==> src/rtl/cp_remove_pkg.sv <==
// Shared widths and FSM encoding for the cyclic-prefix removal block.
package cp_remove_pkg;

  localparam int SAMPLE_W   = 16;
  localparam int WORD_W     = 32;
  localparam int N_SAMPLES  = 8;
  localparam int N_WORDS    = 9;
  localparam int BIT_CNT_W  = 6;
  localparam int WORD_CNT_W = 4;

  typedef enum logic [1:0] {
    ST_IDLE = 2'd0,
    ST_CP   = 2'd1,
    ST_DATA = 2'd2
  } state_t;

endpackage

==> src/rtl/cp_remove_if.sv <==
// Serial input and recovered-symbol output bundle of cp_remove.
interface cp_remove_if;
  import cp_remove_pkg::*;

  logic                serialIn;
  logic                inValid;
  logic                sync;
  logic [SAMPLE_W-1:0] out0R, out0I, out1R, out1I, out2R, out2I, out3R, out3I;
  logic [SAMPLE_W-1:0] out4R, out4I, out5R, out5I, out6R, out6I, out7R, out7I;
  logic                outValid;
  logic                cpError;
  logic                busy;

  modport master (
    output serialIn, inValid, sync,
    input  out0R, out0I, out1R, out1I, out2R, out2I, out3R, out3I,
    input  out4R, out4I, out5R, out5I, out6R, out6I, out7R, out7I,
    input  outValid, cpError, busy
  );

  modport slave (
    input  serialIn, inValid, sync,
    output out0R, out0I, out1R, out1I, out2R, out2I, out3R, out3I,
    output out4R, out4I, out5R, out5I, out6R, out6I, out7R, out7I,
    output outValid, cpError, busy
  );

endinterface

==> src/rtl/cp_remove_shift32.sv <==
// 32-bit MSB-first serial-to-parallel shifter. The 31 older bits are
// registered and the newest bit comes straight from din, so the complete
// word is available on the very edge that captures its last bit.
import cp_remove_pkg::*;

module cpr_shift32 (
  input  logic              clk,
  input  logic              rst,
  input  logic              en,
  input  logic              din,
  output logic [WORD_W-1:0] word
);

  logic [WORD_W-2:0] q;

  // shift one bit in from the LSB side whenever enabled
  always_ff @(posedge clk or negedge rst) begin
    if (!rst) q <= '0;
    else if (en) q <= {q[WORD_W-3:0], din};
  end

  assign word = {q, din};

endmodule

==> src/rtl/cp_remove.sv <==
// Cyclic-prefix removal: deserialises 9-word symbols, drops the prefix word,
// presents samples 0..7 and flags a prefix that does not copy sample 7.
//
//   state   | meaning
//   IDLE    | waiting for sync; unsynchronised bits are discarded
//   CP      | receiving word 0 (cyclic prefix)
//   DATA    | receiving words 1..8 (samples 0..7)
import cp_remove_pkg::*;

module cp_remove (
  input  logic        clk,
  input  logic        rst,
  cp_remove_if.slave  bus
);

  state_t                  state, state_n;
  logic [BIT_CNT_W-1:0]    bit_cnt, bit_cnt_n;
  logic [WORD_CNT_W-1:0]   word_cnt, word_cnt_n;
  logic                    shift_en, store_cp, store_smp, done;
  logic [WORD_W-1:0]       word_now;
  logic [WORD_W-1:0]       prefix;
  logic [WORD_W-1:0]       smp   [0:N_SAMPLES-2];
  logic [WORD_W-1:0]       out_w [0:N_SAMPLES-1];
  logic [2:0]              slot;
  logic                    out_valid_q, cp_err_q;

  cpr_shift32 u_shift (
    .clk  (clk),
    .rst  (rst),
    .en   (shift_en),
    .din  (bus.serialIn),
    .word (word_now)
  );

  // word 8 never lands in smp; it goes straight to the output on completion
  assign slot = word_cnt[2:0] - 3'd1;

  // state and counter registers
  always_ff @(posedge clk or negedge rst) begin
    if (!rst) begin
      state    <= ST_IDLE;
      bit_cnt  <= '0;
      word_cnt <= '0;
    end else begin
      state    <= state_n;
      bit_cnt  <= bit_cnt_n;
      word_cnt <= word_cnt_n;
    end
  end

  // next state, counter advance and word-store strobes
  always_comb begin
    state_n    = state;
    bit_cnt_n  = bit_cnt;
    word_cnt_n = word_cnt;
    store_cp   = 1'b0;
    store_smp  = 1'b0;
    done       = 1'b0;
    shift_en   = bus.inValid && (bus.sync || (state != ST_IDLE));
    if (bus.inValid) begin
      if (bus.sync) begin
        // sync always restarts: this bit is bit 0 of a fresh prefix
        state_n    = ST_CP;
        bit_cnt_n  = 6'd1;
        word_cnt_n = '0;
      end else if (state != ST_IDLE) begin
        if (bit_cnt == 6'd31) begin
          bit_cnt_n = '0;
          if (state == ST_CP) begin
            store_cp   = 1'b1;
            word_cnt_n = 4'd1;
            state_n    = ST_DATA;
          end else if (word_cnt == 4'd8) begin
            done       = 1'b1;
            word_cnt_n = '0;
            state_n    = ST_CP;
          end else begin
            store_smp  = 1'b1;
            word_cnt_n = word_cnt + 4'd1;
          end
        end else begin
          bit_cnt_n = bit_cnt + 6'd1;
        end
      end
    end
  end

  // word storage, output update and prefix comparison
  always_ff @(posedge clk or negedge rst) begin
    if (!rst) begin
      prefix      <= '0;
      out_valid_q <= 1'b0;
      cp_err_q    <= 1'b0;
      for (int k = 0; k < N_SAMPLES - 1; k++) smp[k] <= '0;
      for (int k = 0; k < N_SAMPLES; k++) out_w[k] <= '0;
    end else begin
      out_valid_q <= done;
      if (store_cp) prefix <= word_now;
      if (store_smp) smp[slot] <= word_now;
      if (done) begin
        for (int k = 0; k < N_SAMPLES - 1; k++) out_w[k] <= smp[k];
        out_w[N_SAMPLES-1] <= word_now;
        cp_err_q           <= (prefix != word_now);
      end
    end
  end

  assign bus.busy     = (state != ST_IDLE) && ((bit_cnt != '0) || (word_cnt != '0));
  assign bus.outValid = out_valid_q;
  assign bus.cpError  = cp_err_q;

  assign bus.out0R = out_w[0][WORD_W-1:SAMPLE_W];
  assign bus.out0I = out_w[0][SAMPLE_W-1:0];
  assign bus.out1R = out_w[1][WORD_W-1:SAMPLE_W];
  assign bus.out1I = out_w[1][SAMPLE_W-1:0];
  assign bus.out2R = out_w[2][WORD_W-1:SAMPLE_W];
  assign bus.out2I = out_w[2][SAMPLE_W-1:0];
  assign bus.out3R = out_w[3][WORD_W-1:SAMPLE_W];
  assign bus.out3I = out_w[3][SAMPLE_W-1:0];
  assign bus.out4R = out_w[4][WORD_W-1:SAMPLE_W];
  assign bus.out4I = out_w[4][SAMPLE_W-1:0];
  assign bus.out5R = out_w[5][WORD_W-1:SAMPLE_W];
  assign bus.out5I = out_w[5][SAMPLE_W-1:0];
  assign bus.out6R = out_w[6][WORD_W-1:SAMPLE_W];
  assign bus.out6I = out_w[6][SAMPLE_W-1:0];
  assign bus.out7R = out_w[7][WORD_W-1:SAMPLE_W];
  assign bus.out7I = out_w[7][SAMPLE_W-1:0];

endmodule
==> src/flat_wrapper.sv <==
// flat-port wrapper written by rule: the top's interface ports become plain ports
module cp_remove_flat 
  (clk, rst, bus_serialIn, bus_inValid, bus_sync, bus_out0R, bus_out0I, bus_out1R, bus_out1I, bus_out2R, bus_out2I, bus_out3R, bus_out3I, bus_out4R, bus_out4I, bus_out5R, bus_out5I, bus_out6R, bus_out6I, bus_out7R, bus_out7I, bus_outValid, bus_cpError, bus_busy);
  cp_remove_if bus_i ();
  input  logic clk;
  input  logic rst;
  input wire logic [$bits(bus_i.serialIn)-1:0] bus_serialIn;
  input wire logic [$bits(bus_i.inValid)-1:0] bus_inValid;
  input wire logic [$bits(bus_i.sync)-1:0] bus_sync;
  output wire logic [$bits(bus_i.out0R)-1:0] bus_out0R;
  output wire logic [$bits(bus_i.out0I)-1:0] bus_out0I;
  output wire logic [$bits(bus_i.out1R)-1:0] bus_out1R;
  output wire logic [$bits(bus_i.out1I)-1:0] bus_out1I;
  output wire logic [$bits(bus_i.out2R)-1:0] bus_out2R;
  output wire logic [$bits(bus_i.out2I)-1:0] bus_out2I;
  output wire logic [$bits(bus_i.out3R)-1:0] bus_out3R;
  output wire logic [$bits(bus_i.out3I)-1:0] bus_out3I;
  output wire logic [$bits(bus_i.out4R)-1:0] bus_out4R;
  output wire logic [$bits(bus_i.out4I)-1:0] bus_out4I;
  output wire logic [$bits(bus_i.out5R)-1:0] bus_out5R;
  output wire logic [$bits(bus_i.out5I)-1:0] bus_out5I;
  output wire logic [$bits(bus_i.out6R)-1:0] bus_out6R;
  output wire logic [$bits(bus_i.out6I)-1:0] bus_out6I;
  output wire logic [$bits(bus_i.out7R)-1:0] bus_out7R;
  output wire logic [$bits(bus_i.out7I)-1:0] bus_out7I;
  output wire logic [$bits(bus_i.outValid)-1:0] bus_outValid;
  output wire logic [$bits(bus_i.cpError)-1:0] bus_cpError;
  output wire logic [$bits(bus_i.busy)-1:0] bus_busy;
  assign bus_i.serialIn = bus_serialIn;
  assign bus_i.inValid = bus_inValid;
  assign bus_i.sync = bus_sync;
  assign bus_out0R = bus_i.out0R;
  assign bus_out0I = bus_i.out0I;
  assign bus_out1R = bus_i.out1R;
  assign bus_out1I = bus_i.out1I;
  assign bus_out2R = bus_i.out2R;
  assign bus_out2I = bus_i.out2I;
  assign bus_out3R = bus_i.out3R;
  assign bus_out3I = bus_i.out3I;
  assign bus_out4R = bus_i.out4R;
  assign bus_out4I = bus_i.out4I;
  assign bus_out5R = bus_i.out5R;
  assign bus_out5I = bus_i.out5I;
  assign bus_out6R = bus_i.out6R;
  assign bus_out6I = bus_i.out6I;
  assign bus_out7R = bus_i.out7R;
  assign bus_out7I = bus_i.out7I;
  assign bus_outValid = bus_i.outValid;
  assign bus_cpError = bus_i.cpError;
  assign bus_busy = bus_i.busy;
  cp_remove u_core (.clk(clk), .rst(rst), .bus(bus_i));
endmodule
==> config.mk <==
export PLATFORM = sky130hd
export DESIGN_NAME = cp_remove_flat
export DESIGN_NICKNAME = d
export VERILOG_FILES = /design/src/rtl/cp_remove_pkg.sv /design/src/rtl/cp_remove_if.sv /design/src/rtl/cp_remove_shift32.sv /design/src/rtl/cp_remove.sv /design/src/flat_wrapper.sv
export SDC_FILE = /design/constraint.sdc
export NUM_CORES = 1
export LEC_CHECK = 0
export ABC_AREA = 1
export CORE_MARGIN = 5
export CORE_UTILIZATION = 62
export CTS_BUF_LIST = sky130_fd_sc_hd__clkbuf_4
export DETAILED_ROUTE_END_ITERATION = 8
export GPL_TIMING_DRIVEN = 0
export PLACE_DENSITY = 0.86
export SKIP_LAST_GASP = 1
export SLEW_MARGIN = 10
export SYNTH_ARGS = -nofsm -noshare
export SYNTH_HDL_FRONTEND = slang
export SYNTH_SLANG_ARGS = --single-unit
==> constraint.sdc <==
create_clock -name clk -period 4.7 [get_ports clk]
set_input_delay 0.47 -clock clk [delete_from_list [all_inputs] [get_ports clk]]
set_output_delay 0.47 -clock clk [all_outputs]
set_load 0.02 [all_outputs]
# ---- After elaboration in Yosys (flattened, before gate mapping)
# Cells that the tools add are included.
dict set report totals {
  reg_bits 557
  latch_bits 0
  ramBits 0
  mem_bits_ro 0
  mem_count 0
}
dict set report op_classes {
  addsub 3
  mul 0
  n_div 0
  n_lt_le_gt_ge 2
  eq_ne 4
  shift 0
  muxes 33
  bitwise_logic 1
  n_reduce_logical 14
}
# cell count
set op_table {}
lappend op_table {{bitwise mux 224 bit} 1}
lappend op_table {{demux 32 bit (select 3 bit)} 1}
lappend op_table {{2-to-1 mux 32 bit} 1}
lappend op_table {{inequality test 32 bit} 1}
lappend op_table {{2-to-1 mux 4 bit} 5}
lappend op_table {{2-to-1 mux 6 bit} 3}
lappend op_table {{2-to-1 mux 1 bit} 17}
lappend op_table {{2-to-1 mux 2 bit} 5}
lappend op_table {{adder 6 x 1 -> 6 bit (second input constant)} 1}
lappend op_table {{== test 6 x 5 -> 1 bit (second input constant)} 1}
lappend op_table {{nonzero test 2 bit} 3}
lappend op_table {{nonzero test 6 bit} 1}
lappend op_table {{adder 4 x 1 -> 4 bit (second input constant)} 1}
lappend op_table {{== test 4 bit (second input constant)} 1}
lappend op_table {{>= comparator 4 bit (second input constant)} 1}
lappend op_table {{less-than comparator 4 x 1 -> 1 bit (second input constant)} 1}
lappend op_table {{NOT 3 -> 4 bit} 1}
lappend op_table {{AND reduction 4 bit} 1}
lappend op_table {{nonzero test 4 bit} 1}
lappend op_table {{logical AND 1 bit} 3}
lappend op_table {{AND reduction 3 bit} 1}
lappend op_table {{nonzero test 3 bit} 1}
lappend op_table {{subtractor 3 x 1 -> 3 bit (second input constant)} 1}
lappend op_table {{== test 2 x 1 -> 1 bit (second input constant)} 1}
lappend op_table {{other kinds (2)} 3}

# ---- Depth between registers and ports, before layout
# Gate-level depths: netlist of the first run.
dict set report logic_depth {
  ltp_word 7
  depth_mapped 13
  mapped_depth_nobuf 11
}

# ---- Modules after synthesis
# From an unflattened synthesis of the first run, not the netlist that was laid out.
dict set report unflattened {
  hier_cells 2258
  hier_area_um2 21290.4
}
# mod instances cells_per_inst area_each_um2 seq_area_each_um2
set modules_own_cells {}
lappend modules_own_cells {cp_remove 1 2126 20124.3 13162.6}
lappend modules_own_cells {cpr_shift32 1 132 1166.1 775.7}

# ---- Least setup slack after synthesis of the first run
# No wires, ideal clock.
dict set report synth_path {
  path_type {register to register}
  start {reg u_core.word_cnt[0]}
  end {reg u_core.smp[33] (netlist name)}
  setup_ps 120
  arrival_ps 1789
  setup_slack_ps 2792
  stages_incl_launch_ff 10
  path_buffers 1
  period_less_slack_ps 1908
  cell_sequence {dfrtp_1 -> clkinv_1 -> ha_1 -> inv_1 -> or2_2 -> nor2_1 -> nand2_2 -> clkbuf_1 -> o21ai_0 -> inv_1}
}
dict set report synth_between {
  elab_chain_cells 7
  word_cells_on_any_way 15
  cone_classes {1 x add/sub; 2 x order compare; 1 x eq/ne; 9 x mux; 1 x bitwise; 1 x reduce/logical}
}
# item line_no
set synth_rtl {}
lappend synth_rtl {{start, declared} cp_remove.sv:18} ;# logic [WORD_CNT_W-1:0] word_cnt, word_cnt_n;
lappend synth_rtl {{start signal, assigned} cp_remove.sv:47} ;# word_cnt <= word_cnt_n;
lappend synth_rtl {{subtractor 3 x 1 -> 3 bit or == test 4 bit (tied branches)} {cp_remove.sv:36, cp_remove.sv:73}}
lappend synth_rtl {{NOT 3 -> 4 bit (not written as such) or 2-to-1 mux 1 bit (tied branches)} {cp_remove.sv:99, cp_remove.sv:73}}
lappend synth_rtl {{>= comparator 4 bit (not written as such), or another cell as far along} cp_remove.sv:99} ;# if (store_smp) smp[slot] <= word_now;
lappend synth_rtl {{logical AND 1 bit (not written as such) or 2-to-1 mux 1 bit (tied branches)} {cp_remove.sv:99, cp_remove.sv:67}}
lappend synth_rtl {{2-to-1 mux 32 bit (not written as such) or 2-to-1 mux 1 bit (tied branches)} {cp_remove.sv:99, cp_remove.sv:66}}
lappend synth_rtl {{demux 32 bit (select 3 bit) or 2-to-1 mux 1 bit (tied branches)} {cp_remove.sv:99, cp_remove.sv:61}}
lappend synth_rtl {{bitwise mux 224 bit or 2-to-1 mux 1 bit (tied branches)} {cp_remove.sv:99, cp_remove.sv:60}}
lappend synth_rtl {{end signal, assigned by index} cp_remove.sv:99}
lappend synth_rtl {{end, declared} cp_remove.sv:22} ;# logic [WORD_W-1:0] smp [0:N_SAMPLES-2];
# Several ways; a longest one is shown, not always the timed one.
# A chain may end at the register's enable or synchronous reset.

# ---- Worst setup path in the final report of the first run
dict set report layout_path {
  start {reg u_core.word_cnt[0]}
  end {out bus_busy}
}
dict set report layout_between {
  elab_chain_cells 3
}
# item line_no
set layout_rtl {}
lappend layout_rtl {{nonzero test 4 bit} cp_remove.sv:108} ;# assign bus.busy = (state != ST_IDLE) && ((bit_cnt != '0) || (word_cnt != '0));
lappend layout_rtl {{logical OR 1 bit} cp_remove.sv:108}
lappend layout_rtl {{logical AND 1 bit} cp_remove.sv:108}
lappend layout_rtl {{end, declared} flat_wrapper.sv:28} ;# output wire logic [$bits(bus_i.busy)-1:0] bus_busy;
# Every way passes these cells.

==> summary.md, run 1 <==
| Metric | Value |
|---|---|
| Status | complete, no violations |
| Max Freq | roughly 320 MHz |
| Clock power frac | 38.2% |
| Pwr/cell area | roughly 400 nW/um^2 |
| Crit-path max FO | 9 |
| Top post-synthesis cells by area | dfrtp_1, nand2_1, o21ai_0, inv_1, o21ai_1 |
| Synthesis Warnings | 0 |
| P_int | 0.00750 W |
| Layout cell share with drive strength beyond 1 | 11.0% |
| Synth unique cells | 30 |
| Area Overhead vs Synth | 23.7% |
| Max_slew headroom | 59.9% |
| MaxCap Viol Count | 0 |
| Reg with most FFs | u_core.smp |
| Num Clock Sinks | 557 |
| Hold Fails Final Rpt | 0 |
| Final Net Count | 2713 |
| Total power | 0.0106 W |
| Gate power share | 11.3% |
| Die height | 196 um |
| CP startpoint kind | flop |
| Initial drt markers | 1494 |
| Switch Pwr | 0.00311 W |
| Capturing point of the worst reg2reg path | u_core.smp[72] |
| Vias in the first global route | around 18k |
| Leak | about 13 nW |
| DP HPWL | about 40000 um |
| R2r startpoint | u_core.word_cnt[0] |
| Yosys top cell area share | ~65% |
| Post-synth EDFFs | 0 |
| Ys flop type | dfrtp_1 |
| Register area | 13900 um^2 |
| Worst setup path class | flop to output pin |
| Synth top cells by count | nand2_1, dfrtp_1, o21ai_0, inv_1, o21ai_1 |
| Slowest stage cell, crit path | clkdlybuf4s50_1 |
| Most frequent cell after synthesis | nand2_1 |
| Total Wirelength | 59400 um |
| First-pass GRT wire length | between 90000 and 100000 um |
| GR Util All Layers | between 30 and 40% |
| Post-synth top area cell | dfrtp_1 |
| Period utilisation layout | between 60% and 70% |
| Largest net degree at the start of global routing | 91 |
| Syn avg cell area | 9.35 um^2 |
| Buffers on Ports | 263 |
| DRC viols | 0 |
| Die X | around 200 um |
| Largest register FFs | 224 |
| RSZ-0062 raised after global routing | false |
| H-tree lvl count | 4 |
| Worst path max stage delay | around 0.67 ns |
| CTS tree | done |
| Reg2Reg Depth | 8 |
| Data required time of the worst path | 4.23 ns |
| Sequential power share | slightly above 50% |
| # IOs | about 260 |
| Worst setup EP type | output pin |
| Max-slew violation count | 0 |
| Switching portion of total power | 29.3% |
| Root Driver | clkbuf_4 |
| Synthesized netlist cell count | approximately 2.3k |
| DR vias/cell | 5.44 |
| Inserted Clock Buffers | around 140 |
| # setup viols final | 0 |
| Rows | 68 |
| Vias | 17.7k |
| Final TNS setup | 0 ns |
| Clock Path Buffers | 3 |
| Post-CTS sizing | 0 |
| Worst min path class | input pin to async pin |
| Initial antenna violation count | 2 |
| Overflow after GRT | 0 |
| Async SR Flop Fraction | 100% |
| Number of synthesized register bits | 557 |
| Initial core utilization | 62.4% |
| Seq/Total Area, Yosys | 65.0% |
| Clock Skews | ~0.073 ns |
| Post-route ant nets | 0 |
| Worst EP arrival | 2.61 ns |
| Biggest regs | u_core.smp: 224 flops, u_core.prefix: 32 flops, u_core.u_shift.q: 31 flops |
| RD Place Congestion | 0.861 |
| VDD IR max | 0.221 mV |
| Avg WL per Cell | roughly 18 um |
| Clk slew on worst S/H paths | 0.08 ns |
| Syn_nets | about 2.3k |
| Cell area after synthesis | 21500 um^2 |
| Worst skew pair latency | 0.81 ns |
| Drt pass-1 iters | 6 |
| Worst-Margin Slew | 0.601 ns |
| Die ar. | 38400 um^2 |
| # fillers | 2239 |
| Critical Path, Cell by Cell | clkinv_1, ha_1, a41oi_1, clkdlybuf4s50_1 |
| Area of the multi-input gates | ~6000 um^2 |
| CORE AREA | 34400 um^2 |
| Min cycle time layout | 3.08 ns |
| FF-to-FF setup slack | between 2 and 2.5 ns |
power by group through the flow:
stage	sequential, W	clock (W)	combinational (W)
3_5_place_dp	0.00543	0	0.00116
5_1_grt	0.00538	0.00435	0.00131
4_1_cts	0.00534	0.00410	0.00118
6_report	0.00536	0.00405	0.00119
2_1_floorplan	0.00530	0	0.000677
3_3_place_gp	0.00543	0	0.00111
critical path: cells and delay by family, from the launching register on:
family | cells | cell delay [ns]
AOI/OAI and AO/OA | 1 | 0.33
adders and majority gates | 1 | 0.29
DFF | 1 | 0.36
buffers and inverters | 2 | 0.88
layout by cell type, fill, tap and decap left out, types with 2 or more instances in the layout:
cell type,netlist,final
nand2_1,858,858
dfrtp_1,557,557
o21ai_0,302,302
clkdlybuf4s50_1,0,262
inv_1,246,246
clkbuf_4,0,192
o21ai_1,121,121
buf_2,65,65
clkbuf_1,34,34
xnor2_1,27,27
nor2_1,23,23
clkinv_1,1,19
buf_6,11,11
nand3_1,8,8
nor3_1,7,7
inv_2,4,7
nand2_2,7,7
buf_16,0,6
ha_1,5,5
bufinv_16,0,5
a21oi_1,4,4
buf_4,2,2
nand4_1,2,2
clkinvlp_4,0,2
clkinv_4,0,2
worst max-delay path by stage:
| stage | endpoint | startpoint | slack [ns] | cells past startpoint |
|---|---|---|---|---|
| after floorplan | u_core.smp[33] | u_core.word_cnt[0] | 2.79 | 9 |
| after global placement | u_core.bus.out4I[14] | rst | -19.98 | 1 |
| after detailed placement | u_core.prefix[7] | bus_sync | 2.14 | 10 |
| after CTS | bus_busy | u_core.word_cnt[0] | 1.58 | 4 |
| after global routing | bus_busy | u_core.word_cnt[0] | 1.51 | 4 |
| final | bus_busy | u_core.word_cnt[0] | 1.62 | 4 |
area by class of cell:
cell class	instances	share of cell area (%)
sequential	557	52.5
clock buffer	192	5.43
buffer	113	2.24
multi-input combinational	1374	22.5
clock inverter	31	1.00
inverter	251	3.55
antenna	1	0.00943
tap	455	2.14
timing repair buffer	270	10.6
cell families after synthesis:
family	synth area share (%)
AO/OA/AOI/OAI	10.2
XOR/XNOR	1.14
adder cells (fa/ha/maj)	0.292
buffers and inverters	7.17
flip-flops	65.0
AND/OR/NAND/NOR	16.2
routing by layer:
layer | vias up | routed length, um | track usage [%]
li1 | 7987 | - | -
met1 | 8592 | 23300 | 40.4
met2 | 920 | 28500 | 50.3
met3 | 158 | 5630 | 8.17
met4 | 0 | 1930 | 12.4
met5 | - | 0 | 0
stage by stage:
step,utilization [%],hold slack (ns),instance area [um^2],worst slack [ns],cells
after global routing,77.2,0.266,26500,1.51,3244
after global placement,71.7,0.454,24700,-19.98,3013
final,77.2,0.252,26500,1.62,3244
after floorplan,-,0.174,21500,2.79,2295
after CTS,77.2,0.220,26500,1.58,3243
after detailed placement,72.2,0.453,24800,2.14,3019
what timing repair did:
item / in CTS / in global routing
endpoints found under the hold margin: 75 / 0
buffers inserted: 0 / 0
hold buffers: 1 / 0
Note: power is estimated with default switching activity, not from simulation.
==> inputs of run 2 (changes only) <==
--- a/config.mk
+++ b/config.mk
@@ -7,11 +7,11 @@
 export LEC_CHECK = 0
 export ABC_AREA = 1
 export CORE_MARGIN = 5
-export CORE_UTILIZATION = 62
+export CORE_UTILIZATION = 58
 export CTS_BUF_LIST = sky130_fd_sc_hd__clkbuf_4
 export DETAILED_ROUTE_END_ITERATION = 8
 export GPL_TIMING_DRIVEN = 0
-export PLACE_DENSITY = 0.86
+export PLACE_DENSITY = 0.81
 export SKIP_LAST_GASP = 1
 export SLEW_MARGIN = 10
 export SYNTH_ARGS = -nofsm -noshare
==> constraint.sdc (replaced) <==
create_clock -name clk -period 3.1 [get_ports clk]
set_input_delay 0.31 -clock clk [delete_from_list [all_inputs] [get_ports clk]]
set_output_delay 0.31 -clock clk [all_outputs]
set_load 0.02 [all_outputs]
==> run 2 against run 1 <==
Compared with the run above:
- sequential cell count stayed put
- via count is 1.8% lower
- worst hold slack worse by 0.11 ns
- clock power is 49% higher
- register-to-register slack worse by 1.7 ns
- sequential power is 51% higher
- critical path type unchanged
- critical endpoint unchanged
- largest cell class unchanged
- largest power group unchanged
- highest routed layer unchanged
==> summary.md, run 2 (synthesis gave the netlist of run 1 again) <==
| Metric | Value |
|---|---|
| Worst skew pair latency | 0.81 ns (about the same) |
| Die X | 202 um (+3.2%) |
| Worst min path class | input pin to async pin |
| Total Wirelength | 58500 um (-1.5%) |
| Biggest regs | u_core.smp: 224 flops, u_core.prefix: 32 flops, u_core.u_shift.q: 31 flops |
| Vias | 17.3k (-1.8%) |
| Initial core utilization | 58.7% (-3.7 points) |
| DRC viols | 0 (unchanged) |
| CP startpoint kind | flop |
| Data required time of the worst path | 2.79 ns (-1.44 ns) |
| Pwr/cell area | 601 nW/um^2 (+50%) |
| Post-route ant nets | 0 (unchanged) |
| Status | complete, no violations |
| Crit-path max FO | 6 (-3) |
| H-tree lvl count | 4 (unchanged) |
| Layout cell share with drive strength beyond 1 | 11.4% (+0.40 points) |
| Placed cells | 3031 (+0.40%) |
| Largest net degree at the start of global routing | 116 (+27%) |
| First-pass GRT wire length | 94300 um (-0.55%) |
| Worst EP arrival | 2.54 ns (-0.07 ns) |
| MaxCap Viol Count | 0 (unchanged) |
| CTS tree | done |
| Max_slew headroom | 47.8% (-12 points) |
| # setup viols final | 0 (unchanged) |
| Root Driver | clkbuf_4 |
| Vias in the first global route | 18.1k (-0.91%) |
| Clock Path Buffers | 3 (unchanged) |
| Die height | 202 um (+3.2%) |
| CORE AREA | 36500 um^2 (+6.3%) |
| Drt pass-1 iters | 7 (+1) |
| Worst-Margin Slew | 0.783 ns (+0.181 ns) |
| VDD IR max | 0.317 mV (+44%) |
| Overflow after GRT | 0 (unchanged) |
| Leak | 13.1 nW (about the same) |
| Period utilisation layout | 92.1% |
| Num Clock Sinks | 557 (unchanged) |
| Area Overhead vs Synth | 23.6% |
| Most frequent cells in the layout | nand2_1, dfrtp_1, o21ai_0 |
| Final WS setup | 0.246 ns (-1.38 ns) |
| DR vias/cell | 5.31 (-2.4%) |
| Initial drt markers | 1206 (-19%) |
| Met1 wire length | 24000 um (+3.3%) |
| Final Net Count | 2717 (+0.15%) |
| Top sig layer | met4 |
| # IOs | 264 (unchanged) |
| WL met3 | 5100 um (-9.3%) |
| Largest register FFs | 224 (unchanged) |
| Reg2Reg Depth | 9 (+1) |
| Worst setup EP type | output pin |
| Min cycle time layout | 2.85 ns |
| GR Util All Layers | 28.8% (-2.2 points) |
| Clock Skews | 0.0409 ns (-0.0326 ns) |
| Commonest non-fill, non-tap cell in the layout | nand2_1 |
| Die ar. | 40900 um^2 (+6.5%) |
| Post-CTS sizing | 0 (unchanged) |
| DR WL met2 | 27500 um (-3.5%) |
| Buffers on Ports | 263 (unchanged) |
| Reg with most FFs | u_core.smp |
| Initial antenna violation count | 1 (-1) |
| RD Place Congestion | 0.878 (+1.9%) |
| DP HPWL | 41400 um (+1.1%) |
| Avg WL per Cell | 17.9 um (-2.1%) |
| Clk slew on worst S/H paths | 0.07 ns (about the same) |
| RSZ-0062 raised after global routing | false |
| Max-slew violation count | 0 (unchanged) |
| Worst setup path class | flop to output pin |
| Max Freq | ~350 MHz |
| Hold Fails Final Rpt | 0 (unchanged) |
| Rows | 70 (+2.9%) |
| Final TNS setup | 0 ns (unchanged) |
| Setup slack at placement | 0.698 ns (-1.45 ns) |
| Inserted Clock Buffers | 141 (+3.7%) |
| Post-route insts no fill | 3265 (+0.65%) |
==> run 2: cell count changes in the layout (fill, tap and decap cells not counted) <==
cell	delta
clkbuf_4	+19
bufinv_16	-4
clkinv_1	-4
clkinv_4	-2
clkinvlp_4	-2
inv_2	+2
buf_16	-1
==> run 2: layout make-up <==
| class | instances | area [um^2] |
|---|---|---|
| inverters | 251 | 942 |
| diodes | 1 | 2.50 |
| fillers | 2637 | 10000 |
| clock inverters | 21 | 106 |
| flip-flops and latches | 557 | 13900 |
| plain buffers | 113 | 596 |
| well taps | 468 | 586 |
| multi-input cells | 1374 | 5970 |
| clock buffers | 211 | 1580 |
| repair buffers | 269 | 2790 |
==> run 2: critical path, stage by stage, from the launching register on <==
cell and delay [ns]:
dfrtp_1 0.45, inv_1 0.08, ha_1 0.14, nand3_1 0.08, nor3_1 0.24, a41oi_1 0.16, clkdlybuf4s50_1 0.60
==> run 2: through the flow <==
step                hold slack, ns  total power (W)  utilization (%)  instance area, um^2
CTS                          0.131           0.0160             72.6                26500
floorplan                   0.0144          0.00907                -                21500
global placement             0.450          0.00991             67.5                24700
global route                 0.171           0.0167             72.6                26500
finish                       0.144           0.0159             72.6                26500
detailed placement           0.404          0.00999             67.9                24800
==> run 2: routing by layer <==
layer,track usage (%),vias up
li1,-,7994
met1,37.8,8487
met2,45.9,717
met3,8.37,139
met4,11.5,0
met5,0,-
==> run 2: path summary, 6_finish.rpt <==
path	endpoint	slack, ns	startpoint
worst min register to register	u_core.bus.out6R[15]	0.47	u_core.smp[31]
worst min-delay path	u_core.bus.out3R[13]	0.14	rst
max in group asynchronous	u_core.bus.out0R[6]	1.53	rst
worst max register to register	u_core.smp[34]	0.66	u_core.word_cnt[0]
worst max-delay path	bus_busy	0.25	u_core.bit_cnt[0]
min in group clk	u_core.bit_cnt[2]	0.31	bus_inValid
==> run 2: where the power goes <==
part	internal [W]	switching, W	leakage, nW	total (W)
clock network	0.00316	0.00286	1.03	0.00602
logic	0.000504	0.00128	4.81	0.00178
registers	0.00760	0.000515	7.23	0.00812
==> run 2: what timing repair did <==
action                    CTS  global route
hold endpoints to repair   92             0
buffers inserted            0             0
hold buffers                1             0
